**src/rtl/conv1d_seq_module.sv**
```systemverilog
// conv1d_seq_module: time-multiplexed 1-D convolution, one MAC per cycle.
// Latches a multi-channel frame window at start, walks every (oc, of, ic, k)
// tap, then requantises each accumulator with round-half-up, saturation and
// optional ReLU.
//
// state   | meaning
// --------+-------------------------------------------------------------
// IDLE    | waiting for i_start; weight/bias writes accepted here only
// MAC     | one tap per cycle, k innermost then ic
// WRITE   | requantise acc into buffer[oc][of], preload next bias
// DONE    | copy buffer to o_result, pulse o_done_tick
module conv1d_seq_module #(
    parameter int DATA_WIDTH       = 16,
    parameter int FRACTIONAL_BITS  = 8,
    parameter int NUM_IN_CHANNELS  = 4,
    parameter int NUM_OUT_CHANNELS = 2,
    parameter int KERNEL_SIZE      = 3,
    parameter int PADDING          = 1,
    parameter int STRIDE           = 1,
    parameter int DILATION         = 1,
    parameter int NUM_IN_FRAMES    = 2,
    parameter int ACC_WIDTH        = 40,
    localparam int NOF = (NUM_IN_FRAMES + 2*PADDING - DILATION*(KERNEL_SIZE-1) - 1)/STRIDE + 1,
    localparam int NW  = NUM_OUT_CHANNELS*NUM_IN_CHANNELS*KERNEL_SIZE,
    localparam int WA  = (NW > 1) ? $clog2(NW) : 1,
    localparam int BA  = (NUM_OUT_CHANNELS > 1) ? $clog2(NUM_OUT_CHANNELS) : 1
) (
    input  logic                  clk,
    input  logic                  rst_n,
    input  logic                  i_wt_we,
    input  logic [WA-1:0]         i_wt_addr,
    input  logic [DATA_WIDTH-1:0] i_wt_data,
    input  logic                  i_bias_we,
    input  logic [BA-1:0]         i_bias_addr,
    input  logic [DATA_WIDTH-1:0] i_bias_data,
    input  logic                  i_relu_en,
    input  logic                  i_start,
    input  logic signed [NUM_IN_CHANNELS-1:0][NUM_IN_FRAMES-1:0][DATA_WIDTH-1:0] i_data,
    output logic                  o_busy,
    output logic                  o_done_tick,
    output logic signed [NUM_OUT_CHANNELS-1:0][NOF-1:0][DATA_WIDTH-1:0] o_result,
    output logic                  o_sat_flag
);
    localparam int KW   = (KERNEL_SIZE > 1) ? $clog2(KERNEL_SIZE) : 1;
    localparam int ICW  = (NUM_IN_CHANNELS > 1) ? $clog2(NUM_IN_CHANNELS) : 1;
    localparam int OFW  = (NOF > 1) ? $clog2(NOF) : 1;
    localparam int OCW  = (NUM_OUT_CHANNELS > 1) ? $clog2(NUM_OUT_CHANNELS) : 1;
    localparam logic signed [ACC_WIDTH-1:0] RND     = ACC_WIDTH'(1) <<< (FRACTIONAL_BITS-1);
    localparam logic signed [ACC_WIDTH-1:0] SAT_MAX = (ACC_WIDTH'(1) <<< (DATA_WIDTH-1)) - ACC_WIDTH'(1);
    localparam logic signed [ACC_WIDTH-1:0] SAT_MIN = -(ACC_WIDTH'(1) <<< (DATA_WIDTH-1));

    typedef enum logic [1:0] {S_IDLE, S_MAC, S_WRITE, S_DONE} state_t;

    state_t                  r_state, w_next;
    logic signed [DATA_WIDTH-1:0] r_wt   [NW];
    logic signed [DATA_WIDTH-1:0] r_bias [NUM_OUT_CHANNELS];
    logic signed [DATA_WIDTH-1:0] r_data [NUM_IN_CHANNELS][NUM_IN_FRAMES];
    logic signed [DATA_WIDTH-1:0] r_buf  [NUM_OUT_CHANNELS][NOF];
    logic signed [ACC_WIDTH-1:0]  r_acc;
    logic [KW-1:0]           r_k;
    logic [ICW-1:0]          r_ic;
    logic [OFW-1:0]          r_of;
    logic [OCW-1:0]          r_oc;
    logic                    r_relu, r_sat, r_done;
    logic signed [NUM_OUT_CHANNELS-1:0][NOF-1:0][DATA_WIDTH-1:0] r_result;

    int                             w_tap;
    logic signed [DATA_WIDTH-1:0]   w_x, w_w, w_q, w_bias0, w_next_bias;
    logic signed [2*DATA_WIDTH-1:0] w_prod;
    logic signed [ACC_WIDTH-1:0]    w_shr;
    logic                           w_clip, w_last_tap, w_last_of, w_last_oc;

    function automatic logic signed [ACC_WIDTH-1:0] f_bias_acc(input logic signed [DATA_WIDTH-1:0] b);
        return {{(ACC_WIDTH-DATA_WIDTH){b[DATA_WIDTH-1]}}, b} <<< FRACTIONAL_BITS;
    endfunction

    assign o_busy      = (r_state != S_IDLE);
    assign o_done_tick = r_done;
    assign o_result    = r_result;
    assign o_sat_flag  = r_sat;

    assign w_last_tap = (r_k == KW'(KERNEL_SIZE-1)) && (r_ic == ICW'(NUM_IN_CHANNELS-1));
    assign w_last_of  = (r_of == OFW'(NOF-1));
    assign w_last_oc  = (r_oc == OCW'(NUM_OUT_CHANNELS-1));
    // a bias write coinciding with an accepted start must reach the first accumulator
    assign w_bias0    = (i_bias_we && int'(i_bias_addr) == 0) ? i_bias_data : r_bias[0];

    // State register
    always_ff @(posedge clk or negedge rst_n) begin
        if (!rst_n) r_state <= S_IDLE;
        else        r_state <= w_next;
    end

    // Next-state logic
    always_comb begin
        w_next = r_state;
        case (r_state)
            S_IDLE:  if (i_start) w_next = S_MAC;
            S_MAC:   if (w_last_tap) w_next = S_WRITE;
            S_WRITE: w_next = (w_last_of && w_last_oc) ? S_DONE : S_MAC;
            S_DONE:  w_next = S_IDLE;
            default: w_next = S_IDLE;
        endcase
    end

    // Tap fetch, product, requantisation and next-bias selection
    always_comb begin
        w_tap = int'(r_of)*STRIDE + int'(r_k)*DILATION - PADDING;
        w_x   = '0;
        if (w_tap >= 0 && w_tap < NUM_IN_FRAMES) w_x = r_data[int'(r_ic)][w_tap];
        w_w    = r_wt[(int'(r_oc)*NUM_IN_CHANNELS + int'(r_ic))*KERNEL_SIZE + int'(r_k)];
        w_prod = w_x * w_w;
        w_shr  = (r_acc + RND) >>> FRACTIONAL_BITS;
        w_clip = 1'b0;
        if (w_shr > SAT_MAX) begin
            w_q    = SAT_MAX[DATA_WIDTH-1:0];
            w_clip = 1'b1;
        end else if (w_shr < SAT_MIN) begin
            w_q    = SAT_MIN[DATA_WIDTH-1:0];
            w_clip = 1'b1;
        end else begin
            w_q = w_shr[DATA_WIDTH-1:0];
        end
        if (r_relu && w_q[DATA_WIDTH-1]) w_q = '0;
        w_next_bias = r_bias[0];
        if (!(w_last_of && w_last_oc))
            w_next_bias = w_last_of ? r_bias[int'(r_oc) + 1] : r_bias[int'(r_oc)];
    end

    // Register file writes, operand latching, accumulation and result buffering
    always_ff @(posedge clk or negedge rst_n) begin
        if (!rst_n) begin
            for (int i = 0; i < NW; i++) r_wt[i] <= '0;
            for (int o = 0; o < NUM_OUT_CHANNELS; o++) begin
                r_bias[o] <= '0;
                for (int f = 0; f < NOF; f++) r_buf[o][f] <= '0;
            end
            for (int c = 0; c < NUM_IN_CHANNELS; c++)
                for (int f = 0; f < NUM_IN_FRAMES; f++) r_data[c][f] <= '0;
            r_acc    <= '0;
            r_k      <= '0;
            r_ic     <= '0;
            r_of     <= '0;
            r_oc     <= '0;
            r_relu   <= 1'b0;
            r_sat    <= 1'b0;
            r_done   <= 1'b0;
            r_result <= '0;
        end else begin
            r_done <= (r_state == S_DONE);
            if (i_wt_we && r_state == S_IDLE && int'(i_wt_addr) < NW)
                r_wt[i_wt_addr] <= i_wt_data;
            if (i_bias_we && r_state == S_IDLE && int'(i_bias_addr) < NUM_OUT_CHANNELS)
                r_bias[i_bias_addr] <= i_bias_data;
            case (r_state)
                S_IDLE: if (i_start) begin
                    for (int c = 0; c < NUM_IN_CHANNELS; c++)
                        for (int f = 0; f < NUM_IN_FRAMES; f++) r_data[c][f] <= i_data[c][f];
                    r_relu <= i_relu_en;
                    r_sat  <= 1'b0;
                    r_k    <= '0;
                    r_ic   <= '0;
                    r_of   <= '0;
                    r_oc   <= '0;
                    r_acc  <= f_bias_acc(w_bias0);
                end
                S_MAC: begin
                    r_acc <= r_acc + ACC_WIDTH'(w_prod);
                    if (r_k == KW'(KERNEL_SIZE-1)) begin
                        r_k  <= '0;
                        r_ic <= (r_ic == ICW'(NUM_IN_CHANNELS-1)) ? '0 : r_ic + 1'b1;
                    end else begin
                        r_k <= r_k + 1'b1;
                    end
                end
                S_WRITE: begin
                    r_buf[int'(r_oc)][int'(r_of)] <= w_q;
                    if (w_clip) r_sat <= 1'b1;
                    r_acc <= f_bias_acc(w_next_bias);
                    if (w_last_of) begin
                        r_of <= '0;
                        r_oc <= w_last_oc ? '0 : r_oc + 1'b1;
                    end else begin
                        r_of <= r_of + 1'b1;
                    end
                end
                S_DONE: begin
                    for (int o = 0; o < NUM_OUT_CHANNELS; o++)
                        for (int f = 0; f < NOF; f++) r_result[o][f] <= r_buf[o][f];
                end
                default: ;
            endcase
        end
    end
endmodule

```
**config.mk**
```make
export PLATFORM = sky130hd
export DESIGN_NAME = conv1d_seq_module
export DESIGN_NICKNAME = d
export VERILOG_FILES = /design/src/rtl/conv1d_seq_module.sv
export SDC_FILE = /design/constraint.sdc
export NUM_CORES = 2
export LEC_CHECK = 0
export CORE_UTILIZATION = 35
export CTS_CLUSTER_DIAMETER = 100
export DETAILED_ROUTE_END_ITERATION = 7
export PLACE_DENSITY = 0.59
export SYNTH_ARGS = -nofsm -noshare
export SYNTH_HDL_FRONTEND = slang
export SYNTH_SLANG_ARGS = --single-unit
```
**constraint.sdc**
```tcl
create_clock -name clk -period 14 [get_ports clk]
set_clock_uncertainty 0.05 [all_clocks]
set_input_delay 2.8 -clock clk [delete_from_list [all_inputs] [get_ports clk]]
set_output_delay 2.8 -clock clk [all_outputs]
set_load 0.02 [all_outputs]
```
==> summary.md <==
| Metric | Value |
|---|---|
| Peak clock frequency supported by timing | `91.6 MHz` |
| Critical-path maximum fanout | `52` |
| Critical Path RT | `14.48 ns` |
| Num CTS Buffers | `76` |
| Wire length after detailed routing | `114000 um` |
| Source-to-sink clock delay at the later pin of the worst-skew pair | `0.66 ns` |
| Crit path launch | `r_ic[1]` |
| Die Span Y | `approximately 360 um` |
| Worst reg2reg path depth | `31` |
| Global route total overflow | `0` |
| Number of flip-flops and latches in the synthesized netlist | `between 700 and 800` |
| Syn Std Cell Area | `0.0452 mm^2` |
| Hold Fails Final Rpt | `0` |
| Type of element capturing the critical path | `register` |
| CTS H-tree lvls | `3` |
| Total cell area at the placement stage | `0.0493 mm^2` |
| Endpoint of the worst-slack reg-to-reg timing path | `r_acc[37]` |
| Main flop type after synthesis | `sky130_fd_sc_hd__dfrtp_1` |
| PostCTS Resize Cnt | `0` |
| Largest area contributor in the synthesized netlist | `sky130_fd_sc_hd__dfrtp_1` |
| Clock tree from TritonCTS | `built` |
| Asr flop ratio synth | `100%` |
| Status | `complete, no violations` |
| Total Neg Setup Slack | `0 ns` |
| Die outline area | `0.131 mm^2` |
| Count of max-cap constraint violations | `0` |
| Count of flip-flops with a built-in enable after synthesis | `0` |
| Net count of the finished layout | `about 4400` |
| Crit path kind | `register to register` |
| Sequential element share of the synthesized area | `40.0%` |
| Worst-margin pin slew | `1.16 ns` |
| I/O pin count | `around 240` |
| Register-to-Register Setup Slack | `3.08 ns` |
| Number of standard cells in the layout, taps in and fillers out | `5539` |
| Share of final-layout standard cells stronger than drive strength 1 | `25.9%` |
| Placer congestion estimate | `0.883` |
| Largest net degree at the start of global routing | `194` |
| Count of port buffers added during placement | `238` |
| Residual DRC count | `0` |
| Clock transition at the register clock pins on the worst setup and hold paths after CTS | `0.06 ns` |
| Number of warnings printed during yosys synthesis | `0` |
| Via count of the first global-routing pass | `roughly 30000` |
| Mapped Cells | `roughly 3600` |
| Fin. max-slew vios | `0` |
| Per-instance average area after synthesis | `approximately 12 um^2` |
| Top cells by area, synth | `sky130_fd_sc_hd__dfrtp_1 (40%), sky130_fd_sc_hd__mux2_2 (16%), sky130_fd_sc_hd__fa_1 (15%), sky130_fd_sc_hd__mux4_2 (7.2%), sky130_fd_sc_hd__ha_1 (3.5%)` |
| Area growth, synth to finish | `15.2%` |
| Data arrival at the endpoint of the critical path | `11.40 ns` |
| Buffer depth of the longest clock path | `3` |
| Final setup viols | `0` |
| Routed wire length per instance | `20.5 um` |
| RR Startpoint | `r_ic[1]` |
| Worst min path class | `register to register` |
| Final HPWL DP | `just over 80000 um` |
| Initial cell density of the core | `35.4%` |
| Number of DRC violations after detailed-routing iteration 0 | `1786` |
| Type of origin of the critical path | `register` |
| CTS Sinks | `723` |
| Number of detailed-route iterations in the first pass | `4` |
| CP top delay family | `adder cells` |
| Total stage count of the critical path | `31` |
| Endpoint of the most critical setup path | `r_acc[37]` |
| Post-layout minimum cycle time | `10.92 ns` |
| Non-Filler Cell Area, Final | `between 0.05 and 0.06 mm^2` |
| Overall fraction of global-route tracks in use | `17.8%` |
| Number of fill cells | `12094` |
| Die outline width | `roughly 360 um` |
| Bufs and invs on worst path | `10` |
| Total via count after detailed routing | `28081` |
| Launch instance of the worst min-delay path | `r_buf[31]` |
| Number of library cell types mapped by synthesis | `88` |
| Row count | `about 130` |
| Number of buffers inserted to repair setup after CTS | `0` |
| RSZ-0062 raised after global routing | `no` |
| Wire length of the first global-routing pass | `181000 um` |
| Largest stage delay, worst path | `0.84 ns` |
| Number of antenna violations at the first check in global routing | `8` |
| Via/cell ratio | `5.07` |
| Area inside the core boundary | `0.128 mm^2` |
| Worst path slowest cell | `sky130_fd_sc_hd__ha_4` |
| Nets in the synthesized netlist | `4279` |
| Cells after DPL | `5397` |
| Crit share post-route | `78.0%` |
| Max-Slew Margin vs Limit | `between 20% and 30%` |
| Post-cts hold buffer count | `0` |
| Area fraction of the dominant cell type after synthesis | `40.0%` |
| Antenna-violating nets left | `0` |
| Root Buffer Master | `sky130_fd_sc_hd__clkbuf_16` |
[Yosys cell counts (11+ instances only)]
master / instances
sky130_fd_sc_hd__a21oi_1: 68
sky130_fd_sc_hd__and2_1: 23
sky130_fd_sc_hd__nand3_1: 43
sky130_fd_sc_hd__nor2_1: 196
sky130_fd_sc_hd__dfrtp_1: 723
sky130_fd_sc_hd__o21ai_1: 47
sky130_fd_sc_hd__nor3_1: 22
sky130_fd_sc_hd__mux4_2: 144
sky130_fd_sc_hd__nand2_1: 227
sky130_fd_sc_hd__ha_1: 128
sky130_fd_sc_hd__o21ai_0: 75
sky130_fd_sc_hd__inv_1: 425
sky130_fd_sc_hd__mux2_2: 626
sky130_fd_sc_hd__mux2i_1: 52
sky130_fd_sc_hd__clkbuf_1: 157
sky130_fd_sc_hd__and3_1: 11
sky130_fd_sc_hd__o22ai_1: 11
sky130_fd_sc_hd__nand2b_1: 29
sky130_fd_sc_hd__fa_1: 333
sky130_fd_sc_hd__buf_2: 28
sky130_fd_sc_hd__xor2_1: 12
sky130_fd_sc_hd__xnor2_1: 31
sky130_fd_sc_hd__a21o_1: 12
sky130_fd_sc_hd__nor2b_1: 12
[state kept, by name (all words and copies together) (netlist names)]
signal	count
r_relu	1
r_ic	2
r_oc	1
o_result	64
o_done_tick	1
r_buf	64
r_bias	32
r_acc	40
r_wt	384
r_data	128
r_of	1
r_state	2
o_sat_flag	1
r_k	2
[layout make-up]
| class | instances | area [um^2] | area share (%) |
|---|---|---|---|
| Antenna cell | 5 | 12.5 | 0.0240 |
| Clock buffer | 104 | 2150 | 4.13 |
| Clock inverter | 33 | 558 | 1.07 |
| Inverter | 425 | 1600 | 3.06 |
| Multi-Input combinational cell | 2296 | 24800 | 47.5 |
| Sequential cell | 723 | 18100 | 34.8 |
| Tap cell | 1662 | 2080 | 3.99 |
| Timing Repair Buffer | 291 | 2820 | 5.42 |
[cells in the final DEF (no fill, tap or decap), types with 10 or more instances in the layout]
| cell | n |
|---|---|
| sky130_fd_sc_hd__dfrtp_1 | 722 |
| sky130_fd_sc_hd__mux2_2 | 626 |
| sky130_fd_sc_hd__inv_1 | 425 |
| sky130_fd_sc_hd__fa_1 | 332 |
| sky130_fd_sc_hd__clkdlybuf4s50_1 | 237 |
| sky130_fd_sc_hd__nand2_1 | 226 |
| sky130_fd_sc_hd__nor2_1 | 192 |
| sky130_fd_sc_hd__mux4_2 | 144 |
| sky130_fd_sc_hd__ha_1 | 125 |
| sky130_fd_sc_hd__clkbuf_16 | 77 |
| sky130_fd_sc_hd__o21ai_0 | 73 |
| sky130_fd_sc_hd__a21oi_1 | 67 |
| sky130_fd_sc_hd__mux2i_1 | 52 |
| sky130_fd_sc_hd__buf_4 | 50 |
| sky130_fd_sc_hd__o21ai_1 | 49 |
| sky130_fd_sc_hd__nand3_1 | 43 |
| sky130_fd_sc_hd__xnor2_1 | 30 |
| sky130_fd_sc_hd__nand2b_1 | 29 |
| sky130_fd_sc_hd__and2_1 | 23 |
| sky130_fd_sc_hd__nor3_1 | 20 |
| sky130_fd_sc_hd__clkbuf_1 | 15 |
| sky130_fd_sc_hd__clkinv_2 | 13 |
| sky130_fd_sc_hd__a21o_1 | 12 |
| sky130_fd_sc_hd__nor2b_1 | 12 |
| sky130_fd_sc_hd__xor2_1 | 12 |
| sky130_fd_sc_hd__clkbuf_8 | 12 |
| sky130_fd_sc_hd__and3_1 | 11 |
| sky130_fd_sc_hd__o22ai_1 | 11 |
| sky130_fd_sc_hd__bufinv_16 | 11 |
| sky130_fd_sc_hd__or2_2 | 10 |
| sky130_fd_sc_hd__a21oi_4 | 10 |
| sky130_fd_sc_hd__nor3b_1 | 10 |
| sky130_fd_sc_hd__o31ai_1 | 10 |
[worst min-delay path, stage by stage (launching register included)]
cell and delay, ns:
sky130_fd_sc_hd__dfrtp_1 0.33, sky130_fd_sc_hd__nand2_1 0.05, sky130_fd_sc_hd__o21ai_0 0.06
[per-stage QoR]
stage	hold WS (ns)	setup WS (ns)	utilization, %
6_report	0.426	3.08	40.7
3_5_place_dp	0.416	3.05	38.6
4_1_cts	0.430	3.07	40.7
3_3_place_gp	0.407	3.20	38.6
2_1_floorplan	0.394	3.86	-
5_1_grt	0.449	2.37	40.7
[worst min-delay path by stage]
stage / end / depth (start not counted)
after floorplan: r_buf[13] / 2
after global placement: r_buf[31] / 2
after detailed placement: r_buf[52] / 2
after CTS: r_buf[31] / 2
after global routing: r_buf[58] / 2
final: r_buf[31] / 2
[metal layers]
layer	global-route usage (%)	vias to the layer above	share of wire, %
li1	-	12742	-
met1	23.9	14606	45
met2	29.5	554	48
met3	2.67	173	3.8
met4	5.78	6	2.9
met5	0	-	0.032
[kinds of logic (layout without fill, tap and decap cells)]
group           count (synthesis)  count (layout)  synth area share, %
compound gates                336             336                 4.99
xor+xnor                       45              45                0.930
fa+ha+maj                     461             461                 18.3
buf+inv                       627             853                 5.35
flops                         723             723                 40.0
mux                           823             823                 23.9
other cells                     0               5                    0
simple gates                  631             631                 6.46
Power is not shown: default switching activity piles up to over one toggle a cycle in this logic, so the estimate is an artifact.
